<file path="src/rtl/shift_unit_seq.sv">
// Multi-cycle LSL/LSR/ASR/ROR shifter with Thumb register-amount semantics.
// It moves up to STEP bits per cycle and updates N/Z/C when S is set.
module shift_unit_seq #(
   parameter int WIDTH = 32,
   parameter int AMT_W = 8,
   parameter int STEP  = 1
) (
   input  logic             clk,
   input  logic             rst,
   input  logic             start,
   input  logic             S,
   input  logic [1:0]       stype,
   input  logic [WIDTH-1:0] Rm,
   input  logic [AMT_W-1:0] amount,
   input  logic             carry_in,
   input  logic             zero_in,
   input  logic             neg_in,
   output logic             busy,
   output logic             done,
   output logic [WIDTH-1:0] Rd,
   output logic             carry_out,
   output logic             zero_out,
   output logic             neg_out
);

   localparam int CNT_W = $clog2(WIDTH + 2);
   localparam logic [CNT_W-1:0] STEP_C  = CNT_W'(STEP);
   localparam logic [CNT_W-1:0] WIDTH_C = CNT_W'(WIDTH);
   localparam logic [CNT_W-1:0] SAT_C   = CNT_W'(WIDTH + 1);

   localparam logic [1:0] T_LSL = 2'b00;
   localparam logic [1:0] T_LSR = 2'b01;
   localparam logic [1:0] T_ASR = 2'b10;
   localparam logic [1:0] T_ROR = 2'b11;

   typedef enum logic [1:0] {
      ST_IDLE  = 2'd0,
      ST_SHIFT = 2'd1,
      ST_DONE  = 2'd2
   } state_t;

   state_t           state_r;
   logic [WIDTH-1:0] work_r;
   logic [CNT_W-1:0] cnt_r;
   logic             c_int_r;
   logic             s_flag_r;
   logic [1:0]       stype_r;
   logic             sign_r;
   logic             amt_nz_r;
   logic             cin_r;
   logic             zin_r;
   logic             nin_r;

   logic [31:0]      amt_ext_s;
   logic [CNT_W-1:0] load_cnt_s;
   logic [CNT_W-1:0] step_s;
   logic [WIDTH:0]   lsl_ext_s;
   logic [WIDTH:0]   rsh_ext_s;
   logic [WIDTH:0]   asr_ext_s;
   logic [WIDTH-1:0] ror_s;
   logic [WIDTH-1:0] nxt_work_s;
   logic             shift_c_s;
   logic             nxt_c_s;
   logic             last_step_s;
   logic             res_c_s;
   logic             res_z_s;
   logic             res_n_s;

   // Initial step count: saturates at WIDTH+1 for shifts, wraps modulo WIDTH for rotates.
   always_comb begin
      amt_ext_s  = 32'(amount);
      load_cnt_s = {CNT_W{1'b0}};
      if (stype == T_ROR) begin
         load_cnt_s = CNT_W'(amt_ext_s % 32'(WIDTH));
      end else if (amt_ext_s > 32'(WIDTH + 1)) begin
         load_cnt_s = SAT_C;
      end else begin
         load_cnt_s = CNT_W'(amt_ext_s);
      end
   end

   // One shift step; the extra bit of each extended vector is the bit shifted out.
   always_comb begin
      step_s = cnt_r;
      if (cnt_r > STEP_C) begin
         step_s = STEP_C;
      end else begin
         step_s = cnt_r;
      end
      lsl_ext_s = {1'b0, work_r} << step_s;
      rsh_ext_s = {work_r, 1'b0} >> step_s;
      if (sign_r) begin
         asr_ext_s = rsh_ext_s | ~({(WIDTH + 1){1'b1}} >> step_s);
      end else begin
         asr_ext_s = rsh_ext_s;
      end
      ror_s = (work_r >> step_s) | (work_r << (WIDTH_C - step_s));
      case (stype_r)
         T_LSL: begin
            nxt_work_s = lsl_ext_s[WIDTH-1:0];
            shift_c_s  = lsl_ext_s[WIDTH];
         end
         T_LSR: begin
            nxt_work_s = rsh_ext_s[WIDTH:1];
            shift_c_s  = rsh_ext_s[0];
         end
         T_ASR: begin
            nxt_work_s = asr_ext_s[WIDTH:1];
            shift_c_s  = asr_ext_s[0];
         end
         T_ROR: begin
            nxt_work_s = ror_s;
            shift_c_s  = c_int_r;
         end
         default: begin
            nxt_work_s = work_r;
            shift_c_s  = c_int_r;
         end
      endcase
      if ((step_s != {CNT_W{1'b0}}) && (stype_r != T_ROR)) begin
         nxt_c_s = shift_c_s;
      end else begin
         nxt_c_s = c_int_r;
      end
      last_step_s = (cnt_r <= STEP_C);
   end

   // Flags presented together with the final result.
   always_comb begin
      res_c_s = cin_r;
      res_z_s = zin_r;
      res_n_s = nin_r;
      if (s_flag_r) begin
         res_n_s = nxt_work_s[WIDTH-1];
         res_z_s = (nxt_work_s == {WIDTH{1'b0}});
         if (stype_r == T_ROR) begin
            res_c_s = amt_nz_r ? nxt_work_s[WIDTH-1] : cin_r;
         end else begin
            res_c_s = nxt_c_s;
         end
      end else begin
         res_c_s = cin_r;
         res_z_s = zin_r;
         res_n_s = nin_r;
      end
   end

   // Control FSM, working registers and registered outputs.
   always_ff @(posedge clk or negedge rst) begin
      if (!rst) begin
         state_r   <= ST_IDLE;
         work_r    <= {WIDTH{1'b0}};
         cnt_r     <= {CNT_W{1'b0}};
         c_int_r   <= 1'b0;
         s_flag_r  <= 1'b0;
         stype_r   <= 2'b00;
         sign_r    <= 1'b0;
         amt_nz_r  <= 1'b0;
         cin_r     <= 1'b0;
         zin_r     <= 1'b0;
         nin_r     <= 1'b0;
         busy      <= 1'b0;
         done      <= 1'b0;
         Rd        <= {WIDTH{1'b0}};
         carry_out <= 1'b0;
         zero_out  <= 1'b0;
         neg_out   <= 1'b0;
      end else begin
         case (state_r)
            ST_IDLE: begin
               done <= 1'b0;
               if (start) begin
                  work_r   <= Rm;
                  cnt_r    <= load_cnt_s;
                  c_int_r  <= carry_in;
                  s_flag_r <= S;
                  stype_r  <= stype;
                  sign_r   <= Rm[WIDTH-1];
                  amt_nz_r <= (amount != {AMT_W{1'b0}});
                  cin_r    <= carry_in;
                  zin_r    <= zero_in;
                  nin_r    <= neg_in;
                  busy     <= 1'b1;
                  state_r  <= ST_SHIFT;
               end else begin
                  busy <= 1'b0;
               end
            end
            ST_SHIFT: begin
               work_r  <= nxt_work_s;
               cnt_r   <= cnt_r - step_s;
               c_int_r <= nxt_c_s;
               if (last_step_s) begin
                  Rd        <= nxt_work_s;
                  carry_out <= res_c_s;
                  zero_out  <= res_z_s;
                  neg_out   <= res_n_s;
                  done      <= 1'b1;
                  state_r   <= ST_DONE;
               end else begin
                  done <= 1'b0;
               end
            end
            ST_DONE: begin
               done    <= 1'b0;
               busy    <= 1'b0;
               state_r <= ST_IDLE;
            end
            default: begin
               done    <= 1'b0;
               busy    <= 1'b0;
               state_r <= ST_IDLE;
            end
         endcase
      end
   end

endmodule
</file>
<file path="config.mk">
export PLATFORM = sky130hd
export DESIGN_NAME = shift_unit_seq
export DESIGN_NICKNAME = d
export VERILOG_FILES = /design/src/rtl/shift_unit_seq.sv
export SDC_FILE = /design/constraint.sdc
export NUM_CORES = 1
export LEC_CHECK = 0
export CORE_MARGIN = 8
export CORE_UTILIZATION = 35
export DETAILED_ROUTE_END_ITERATION = 10
export RECOVER_POWER = 25
export SYNTH_ARGS = -nofsm -noshare
export SYNTH_HDL_FRONTEND = slang
export SYNTH_SLANG_ARGS = --single-unit
export TNS_END_PERCENT = 20
</file>
<file path="constraint.sdc">
create_clock -name clk -period 6.3 [get_ports clk]
set_input_delay 0.63 -clock clk [delete_from_list [all_inputs] [get_ports clk]]
set_output_delay 0.63 -clock clk [all_outputs]
set_load 0.01 [all_outputs]
</file>
==> Implementation_results.wiki, run 1 <==
{| class="wikitable"
! Metric !! Value
|-
| Outcome || finished, violations left
|-
| Violations in the final reports || max-capacitance violations, max-slew violations
|-
| Critical Path Slowest Stage Cell || sky130_fd_sc_hd__nor4_4
|-
| Max-slew violation count || 89
|-
| Port Buffers || 85
|-
| Tightest Pin Transition || 2493 ps
|-
| Kind of capture point of the worst setup path || flop
|-
| Power density over the cells || 545.8 nW/um2
|-
| CP cell instances || nor4_4 -> nand2_4 -> inv_1 -> ha_1 -> nand3_1 -> o221ai_1 -> o21ai_0 -> and4_1 -> and3_1 -> nand4_1 -> o31ai_1
|-
| Area share of the largest cell type after synthesis || 42.25%
|-
| Hold-fix buffers, CTS || 0
|-
| Depth of the most critical reg-to-reg path || 11
|-
| Maximum capacitance violations || 2
|-
| Average footprint of a synthesized cell || 8.391 um2
|-
| Layout cell share with drive strength beyond 1 || 5.706%
|-
| Initial Utilization || 35.45%
|-
| WL per Instance || 20.01 um
|-
| Global-route wire length before repair || 27.60 mm
|-
| Worst hold path type || flop to flop
|-
| Drt first-iter violations || 411
|-
| Final hold violations || 0
|-
| Synth warn || 0
|-
| Final-layout worst hold slack || 479.5 ps
|-
| End of the worst register-to-register path || zero_out
|-
| Worst path arrival time || 4750 ps
|-
| Remaining antenna violation count || 0
|-
| Synthesized cell area || 5094 um2
|-
| Flip-flop and latch count after synthesis || 86
|-
| Min-Delay Path Depth || 2
|-
| Post-synth top area cell || sky130_fd_sc_hd__dfrtp_1
|-
| Final setup fails || 0
|-
| Number of top-level pins || 86
|-
| Critical Path Source || cnt_r[3]
|-
| Critical path startpoint category || flop
|-
| HPWL Detailed || 11.88 mm
|-
| Number of standard cells after synthesis || 607
|-
| Placement-stage worst setup slack || 1914 ps
|-
| Headroom to the max-slew limit || -66.23%
|-
| Biggest area contributors in the synthesized netlist || sky130_fd_sc_hd__dfrtp_1, sky130_fd_sc_hd__o21ai_0, sky130_fd_sc_hd__nand2_1
|-
| Fin crit period || 4513 ps
|-
| Final net count || 715
|-
| Share of synthesized flip-flops with an asynchronous set or reset || 100.0%
|-
| Fin crit share || 71.63%
|-
| Largest net degree at the start of global routing || 45
|-
| Sum of negative setup slack || 0 ps
|-
| Clock buffers created by TritonCTS || 9
|-
| Initial antenna violation count || 0
|-
| Area growth syn-to-layout || 25.42%
|-
| Master cell of the clock root buffer || sky130_fd_sc_hd__clkbuf_16
|-
| Number of enable-type register cells in the synthesized netlist || 0
|-
| TritonCTS clock tree || done
|-
| Clock insertion delay at the later pin of the skew report || 360 ps
|-
| Die area || 18,670 um2
|-
| First-pass iteration count of the detailed router || 6
|-
| Min-delay src || zin_r
|-
| Startpoint of the most critical register-to-register path || cnt_r[3]
|-
| Remaining Overflow, GRT || 0
|-
| Vias in the first global route || 5,093
|-
| Post-CTS clock slew at the launch and capture registers of the worst setup and hold paths || 60 ps
|-
| Top library cells by usage in the layout, fill and taps aside || sky130_fd_sc_hd__dfrtp_1, sky130_fd_sc_hd__clkdlybuf4s50_1, sky130_fd_sc_hd__nand2_1
|-
| Highest clock frequency the design can meet || 221.6 MHz
|-
| Core Area || 14,370 um2
|-
| Register-to-Register Setup Slack || 1790 ps
|-
| Via total after detailed routing || 4,910
|-
| Count of instances resized after the clock tree is built || 0
|-
| DRT Wirelength || 17.01 mm
|-
| Antenna fix cells || 0
|-
| Clock tree sinks || 86
|-
| Fraction of the yosys area taken by sequential cells || 42.25%
|-
| Final GP Congestion || 0.9173
|-
| Buffer count from post-CTS setup fixing || 0
|-
| Worst EP required || 6530 ps
|-
| Die width || 136.6 um
|-
| Leading cell type in the layout, fill and taps excluded || sky130_fd_sc_hd__dfrtp_1
|-
| CP Class || flop to flop
|-
| Routed via count divided by cell count || 5.776
|-
| Unrepaired setup endpoints after global routing || no
|-
| Final WS setup || 1787 ps
|-
| Number of remaining DRC errors || 0
|-
| Max Fanout on Critical Path || 26
|-
| H-tree Lvls || 3
|-
| Number of placement rows || 44
|-
| Overall track demand over capacity in global routing || 18.96%
|-
| Primary flip-flop cell chosen by synthesis mapping || sky130_fd_sc_hd__dfrtp_1
|-
| Static Leakage || 2.717 nW
|-
| Crit path largest cell delay || 1050 ps
|-
| Largest voltage drop on the vdd net || 0.2534 mV
|-
| Total power of the final layout || 0.003487 W
|-
| End point of the worst hold path || zin_r
|-
| Chip height || 136.6 um
|-
| Number of buffers on the longest clock path || 2
|-
| Worst-case clock skew || 9.314 ps
|-
| Unique cell type count in the Yosys netlist || 54
|}
## stage by stage
| stage | cell area, um2 | std cells | utilization [%] |
|---|---|---|---|
| after floorplan | 5101 | 609 | - |
| after global placement | 6048 | 834 | 42.09 |
| after detailed placement | 6048 | 834 | 42.09 |
| after CTS | 6396 | 850 | 44.51 |
| after global routing | 6389 | 850 | 44.46 |
| final | 6389 | 850 | 44.46 |
## power breakdown
part | internal (W) | leakage [nW] | switching [W]
Clock | 0.000397 | 0.172 | 0.000225
Combinational | 0.000761 | 1.48 | 0.000964
Sequential | 0.000815 | 1.07 | 0.000325
## synthesized netlist by cell type, drive strengths merged (2+ instances only)
cell and count:
a22oi 2, a32o 2, a21o 2, mux2 4, nand4 4, dfrtp 86, a221oi 3, nor3b 11
nand2 84, or4 3, nor2b 5, and3 4, a21oi 27, nor2 39, o22ai 18, a31oi 25
nand3 29, buf 4, nand2b 2, mux2i 28, clkbuf 49, nor4 2, or3 2, conb 2
a211oi 2, o221ai 15, inv 27, or2 2, o21ai 74, ha 5, nor3 9, and4 2
o31ai 3, o211ai 6, o22a 9
## final cells by class
cell class	instances	area, um2
Tap cell	184	230.2
Sequential cell	86	2152
Clock inverter	6	108.9
Fill cell	1422	7980
Clock buffer	10	239.0
Timing Repair Buffer	94	908.4
Multi-Input combinational cell	442	2645
Inverter	28	105.1
## critical path: cells and delay by family (launching register included)
| kind | cells | cell delay, ps |
|---|---|---|
| and+or+nand+nor | 6 | 2640 |
| DFF | 1 | 470 |
| AOI/OAI and AO/OA | 3 | 700 |
| buffers and inverters | 1 | 170 |
| adders and majority gates | 1 | 400 |
## cell families (layout without fill, tap and decap cells)
logic type                 Yosys count  after routing  share of synthesized area (%)
and+or+nand+nor                    202            202                          18.89
AOI/OAI and AO/OA                  197            197                          24.42
DFF                                 86             86                          42.25
buffers and inverters               81            138                          6.067
muxes                               33             33                          6.829
adders and majority gates            5              5                          1.228
other                                2              4                         0.1474
xor gates and xnor gates             1              1                         0.1720
## flip-flops by register name, indices dropped and copies added (netlist names)
signal and cells:
Rd 32, amt_nz_r 1, busy 1, c_int_r 1
carry_out 1, cin_r 1, cnt_r 6, done 1
neg_out 1, nin_r 1, s_flag_r 1, sign_r 1
state_r 2, stype_r 2, work_r 32, zero_out 1
zin_r 1
## layer usage
metal	GRT usage (%)	wire [um]	vias to the layer above
met5	0	0	-
li1	-	-	2307
met3	4.295	1079	29
met1	24.25	7512	2409
met4	7.138	429	0
met2	30.56	7984	165
## worst max path at each step
stage,slack (ps),cells past startpoint,end
2_1_floorplan,2610,17,zero_out
3_3_place_gp,2060,11,zero_out
3_5_place_dp,1910,11,zero_out
4_1_cts,1900,11,zero_out
5_1_grt,1000,2,work_r[14]
6_report,1790,11,zero_out
Power figures use the tool's default switching activity.
==> inputs of run 2 (changes only) <==
==> constraint.sdc (replaced) <==
create_clock -name clk -period 4.05 [get_ports clk]
set_input_delay 0.405 -clock clk [delete_from_list [all_inputs] [get_ports clk]]
set_output_delay 0.405 -clock clk [all_outputs]
set_load 0.01 [all_outputs]
==> run 2 against run 1 <==
First-iteration DRC count fell by 20%. Non-clock buffer count grew 5. Critical endpoint unchanged. Highest routed layer unchanged. Power increased by 51%. Via count down 0.10%. The flow still finishes with violations (max-capacitance violations, max-slew violations).
==> Implementation_results.wiki, run 2 (synthesis results as in run 1) <==
{| class="wikitable"
! Metric !! Value
|-
| Max-slew violation count || 58 (-35%)
|-
| Clock share of power || 14.7% (-3.1 points)
|-
| Sum of negative setup slack || 0 ps (unchanged)
|-
| Worst EP required || 4310 ps (-2220 ps)
|-
| Final setup fails || 0 (unchanged)
|-
| Clock tree sinks || 86 (unchanged)
|-
| H-tree Lvls || 3 (unchanged)
|-
| WL per Instance || 20.36 um (+1.8%)
|-
| TritonCTS clock tree || done
|-
| Master cell of the clock root buffer || sky130_fd_sc_hd__clkbuf_16
|-
| Count of instances resized after the clock tree is built || 0 (unchanged)
|-
| Buffer count from post-CTS setup fixing || 0 (unchanged)
|-
| Outcome || finished, violations left
|-
| Static Leakage || 2.711 nW (-0.22%)
|-
| Clock buffers created by TritonCTS || 9 (unchanged)
|-
| Largest registers || Rd (32), work_r (32), cnt_r (6)
|-
| Leading cell type in the layout, fill and taps excluded || sky130_fd_sc_hd__dfrtp_1
|-
| Number of buffers on the longest clock path || 2 (unchanged)
|-
| Area of combinational cells with multiple inputs || 2645 um2 (unchanged)
|-
| Area growth syn-to-layout || 24.66%
|-
| Layout cell share with drive strength beyond 1 || 6.408% (+0.70 points)
|-
| Largest voltage drop on the vdd net || 0.3374 mV (+33%)
|-
| Initial antenna violation count || 0 (unchanged)
|-
| Number of remaining DRC errors || 0 (unchanged)
|-
| Power density over the cells || 831.3 nW/um2 (+52%)
|-
| Overall track demand over capacity in global routing || 19.05% (+0.093 points)
|-
| Unrepaired setup endpoints after global routing || no
|-
| Sw frac || 45.03% (+1.6 points)
|-
| Port Buffers || 85 (unchanged)
|-
| Sequential cell fraction of total power || 32.3% (-0.4 points)
|-
| Cell Count, Final, Fillers Out || 855 (+0.59%)
|-
| Final GP Congestion || 0.8287 (-9.7%)
|-
| Total power of the final layout || 0.005279 W (+51%)
|-
| Flip-flop and latch area || 2152 um2 (unchanged)
|-
| Kind of capture point of the worst setup path || flop
|-
| Number of fillers in the final layout || 1,425 (+0.21%)
|-
| Top library cells by usage in the layout, fill and taps aside || sky130_fd_sc_hd__dfrtp_1, sky130_fd_sc_hd__clkdlybuf4s50_1, sky130_fd_sc_hd__nand2_1
|-
| Worst hold path type || flop to flop
|-
| Final WS setup || 643.3 ps (-1144 ps)
|-
| Critical path startpoint category || flop
|-
| Final hold violations || 0 (unchanged)
|-
| Via total after detailed routing || 4,905 (-0.10%)
|-
| Chip height || 136.6 um (unchanged)
|-
| Switching power total || 0.002377 W (+57%)
|-
| Remaining Overflow, GRT || 0 (unchanged)
|-
| Routed via count divided by cell count || 5.737 (-0.69%)
|-
| Maximum capacitance violations || 1 (-1)
|-
| First-pass iteration count of the detailed router || 6 (unchanged)
|-
| Largest net degree at the start of global routing || 70 (+56%)
|-
| DRT Wirelength || 17.41 mm (+2.4%)
|-
| Headroom to the max-slew limit || -119.9% (-54 points)
|-
| Fin crit share || 84.12% (+12 points)
|-
| Vias in the first global route || 4,842 (-4.9%)
|-
| Final net count || 720 (+0.70%)
|-
| Core occupancy in the finished layout || 44.19% (-0.27 points)
|-
| Depth of the most critical reg-to-reg path || 11 (unchanged)
|-
| Fin crit period || 3407 ps (-1106 ps)
|-
| Violations in the final reports || max-capacitance violations, max-slew violations
|-
| Initial Utilization || 35.45% (unchanged)
|-
| Number of top-level pins || 86 (unchanged)
|-
| Number of placement rows || 44 (unchanged)
|-
| Worst-case clock skew || 4.289 ps (-5.024 ps)
|-
| Internal Dissipation || 0.002902 W (+47%)
|-
| Drt first-iter violations || 329 (-20%)
|-
| Highest clock frequency the design can meet || 293.5 MHz (+32%)
|-
| Combinational Power Share || 53.0% (+3.5 points)
|-
| Antenna fix cells || 0 (unchanged)
|-
| Core Area || 14,370 um2 (unchanged)
|-
| Post-CTS clock slew at the launch and capture registers of the worst setup and hold paths || 60 ps (about the same)
|-
| HPWL Detailed || 12.09 mm (+1.8%)
|-
| Placement-stage worst setup slack || 742.1 ps (-1172 ps)
|-
| Remaining antenna violation count || 0 (unchanged)
|-
| Max Fanout on Critical Path || 18 (-31%)
|-
| Tightest Pin Transition || 3299 ps (+805.3 ps)
|-
| Clock insertion delay at the later pin of the skew report || 350 ps (about the same)
|-
| Worst path arrival time || 3670 ps (-1080 ps)
|-
| Number of cells after detailed placement || 839 (+0.60%)
|-
| Hold-fix buffers, CTS || 0 (unchanged)
|-
| Global-route wire length before repair || 27.54 mm (-0.20%)
|-
| Die width || 136.6 um (unchanged)
|-
| CP Class || flop to flop
|-
| Die area || 18,670 um2 (unchanged)
|-
| Min-Delay Path Depth || 2 (unchanged)
|}
-- run 2: cell count changes in the layout (fill, tap and decap cells not counted) --
cell / before / now
sky130_fd_sc_hd__bufinv_16: 3 / 0
sky130_fd_sc_hd__buf_4: 8 / 14
sky130_fd_sc_hd__clkinv_4: 1 / 0
sky130_fd_sc_hd__clkinv_2: 2 / 5
-- run 2: metal layers --
layer / track usage [%] / wire length, um / share of wire (%) / vias up
li1: - / - / - / 2315
met1: 24.70 / 7675 / 44 / 2351
met2: 30.02 / 8040 / 46 / 201
met3: 4.736 / 1237 / 7.1 / 38
met4: 7.138 / 454 / 2.6 / 0
met5: 0 / 0 / 0 / -
-- run 2: power groups by stage --
| stage | registers (W) | clock network [W] | logic, W |
|---|---|---|---|
| after floorplan | 0.00159 | 0 | 0.00183 |
| after global placement | 0.00169 | 0 | 0.00276 |
| after detailed placement | 0.00171 | 0 | 0.00279 |
| after CTS | 0.00170 | 0.000796 | 0.00280 |
| after global routing | 0.00177 | 0.000831 | 0.00311 |
| final | 0.00171 | 0.000775 | 0.00280 |
-- run 2: layout make-up --
type	count	area share (%)
multi-input cells	442	41.66
flip-flops and latches	86	33.89
well taps	184	3.626
clock inverters	5	0.3941
inverters	28	1.655
clock buffers	11	3.823
repair buffers	99	14.96
-- run 2: per-stage QoR --
step | instance area (um2) | hold slack [ps]
floorplan | 5101 | 109.4
global placement | 6086 | 455.5
detailed placement | 6086 | 462.8
CTS | 6354 | 153.7
global route | 6350 | 511.2
finish | 6350 | 470.9
-- run 2: worst paths after layout --
check	from	end	slack (ps)
worst min register to register	zin_r	zin_r	470
worst max register to register	cnt_r[2]	zero_out	640
worst min-delay path	zin_r	zin_r	470
min in group asynchronous	rst	nin_r	1150
worst max-delay path	cnt_r[2]	zero_out	640
max in group asynchronous	rst	work_r[13]	1030
-- run 2: critical path: stages, from the launching register on --
cell and delay, ps:
sky130_fd_sc_hd__dfrtp_1 500, sky130_fd_sc_hd__nor4_4 100, sky130_fd_sc_hd__nand2_4 80, sky130_fd_sc_hd__inv_1 50, sky130_fd_sc_hd__ha_1 300, sky130_fd_sc_hd__nand3_1 580
sky130_fd_sc_hd__o221ai_1 240, sky130_fd_sc_hd__o21ai_0 400, sky130_fd_sc_hd__nand4_1 190, sky130_fd_sc_hd__nor4_1 470, sky130_fd_sc_hd__nand4_1 180, sky130_fd_sc_hd__o31ai_1 210
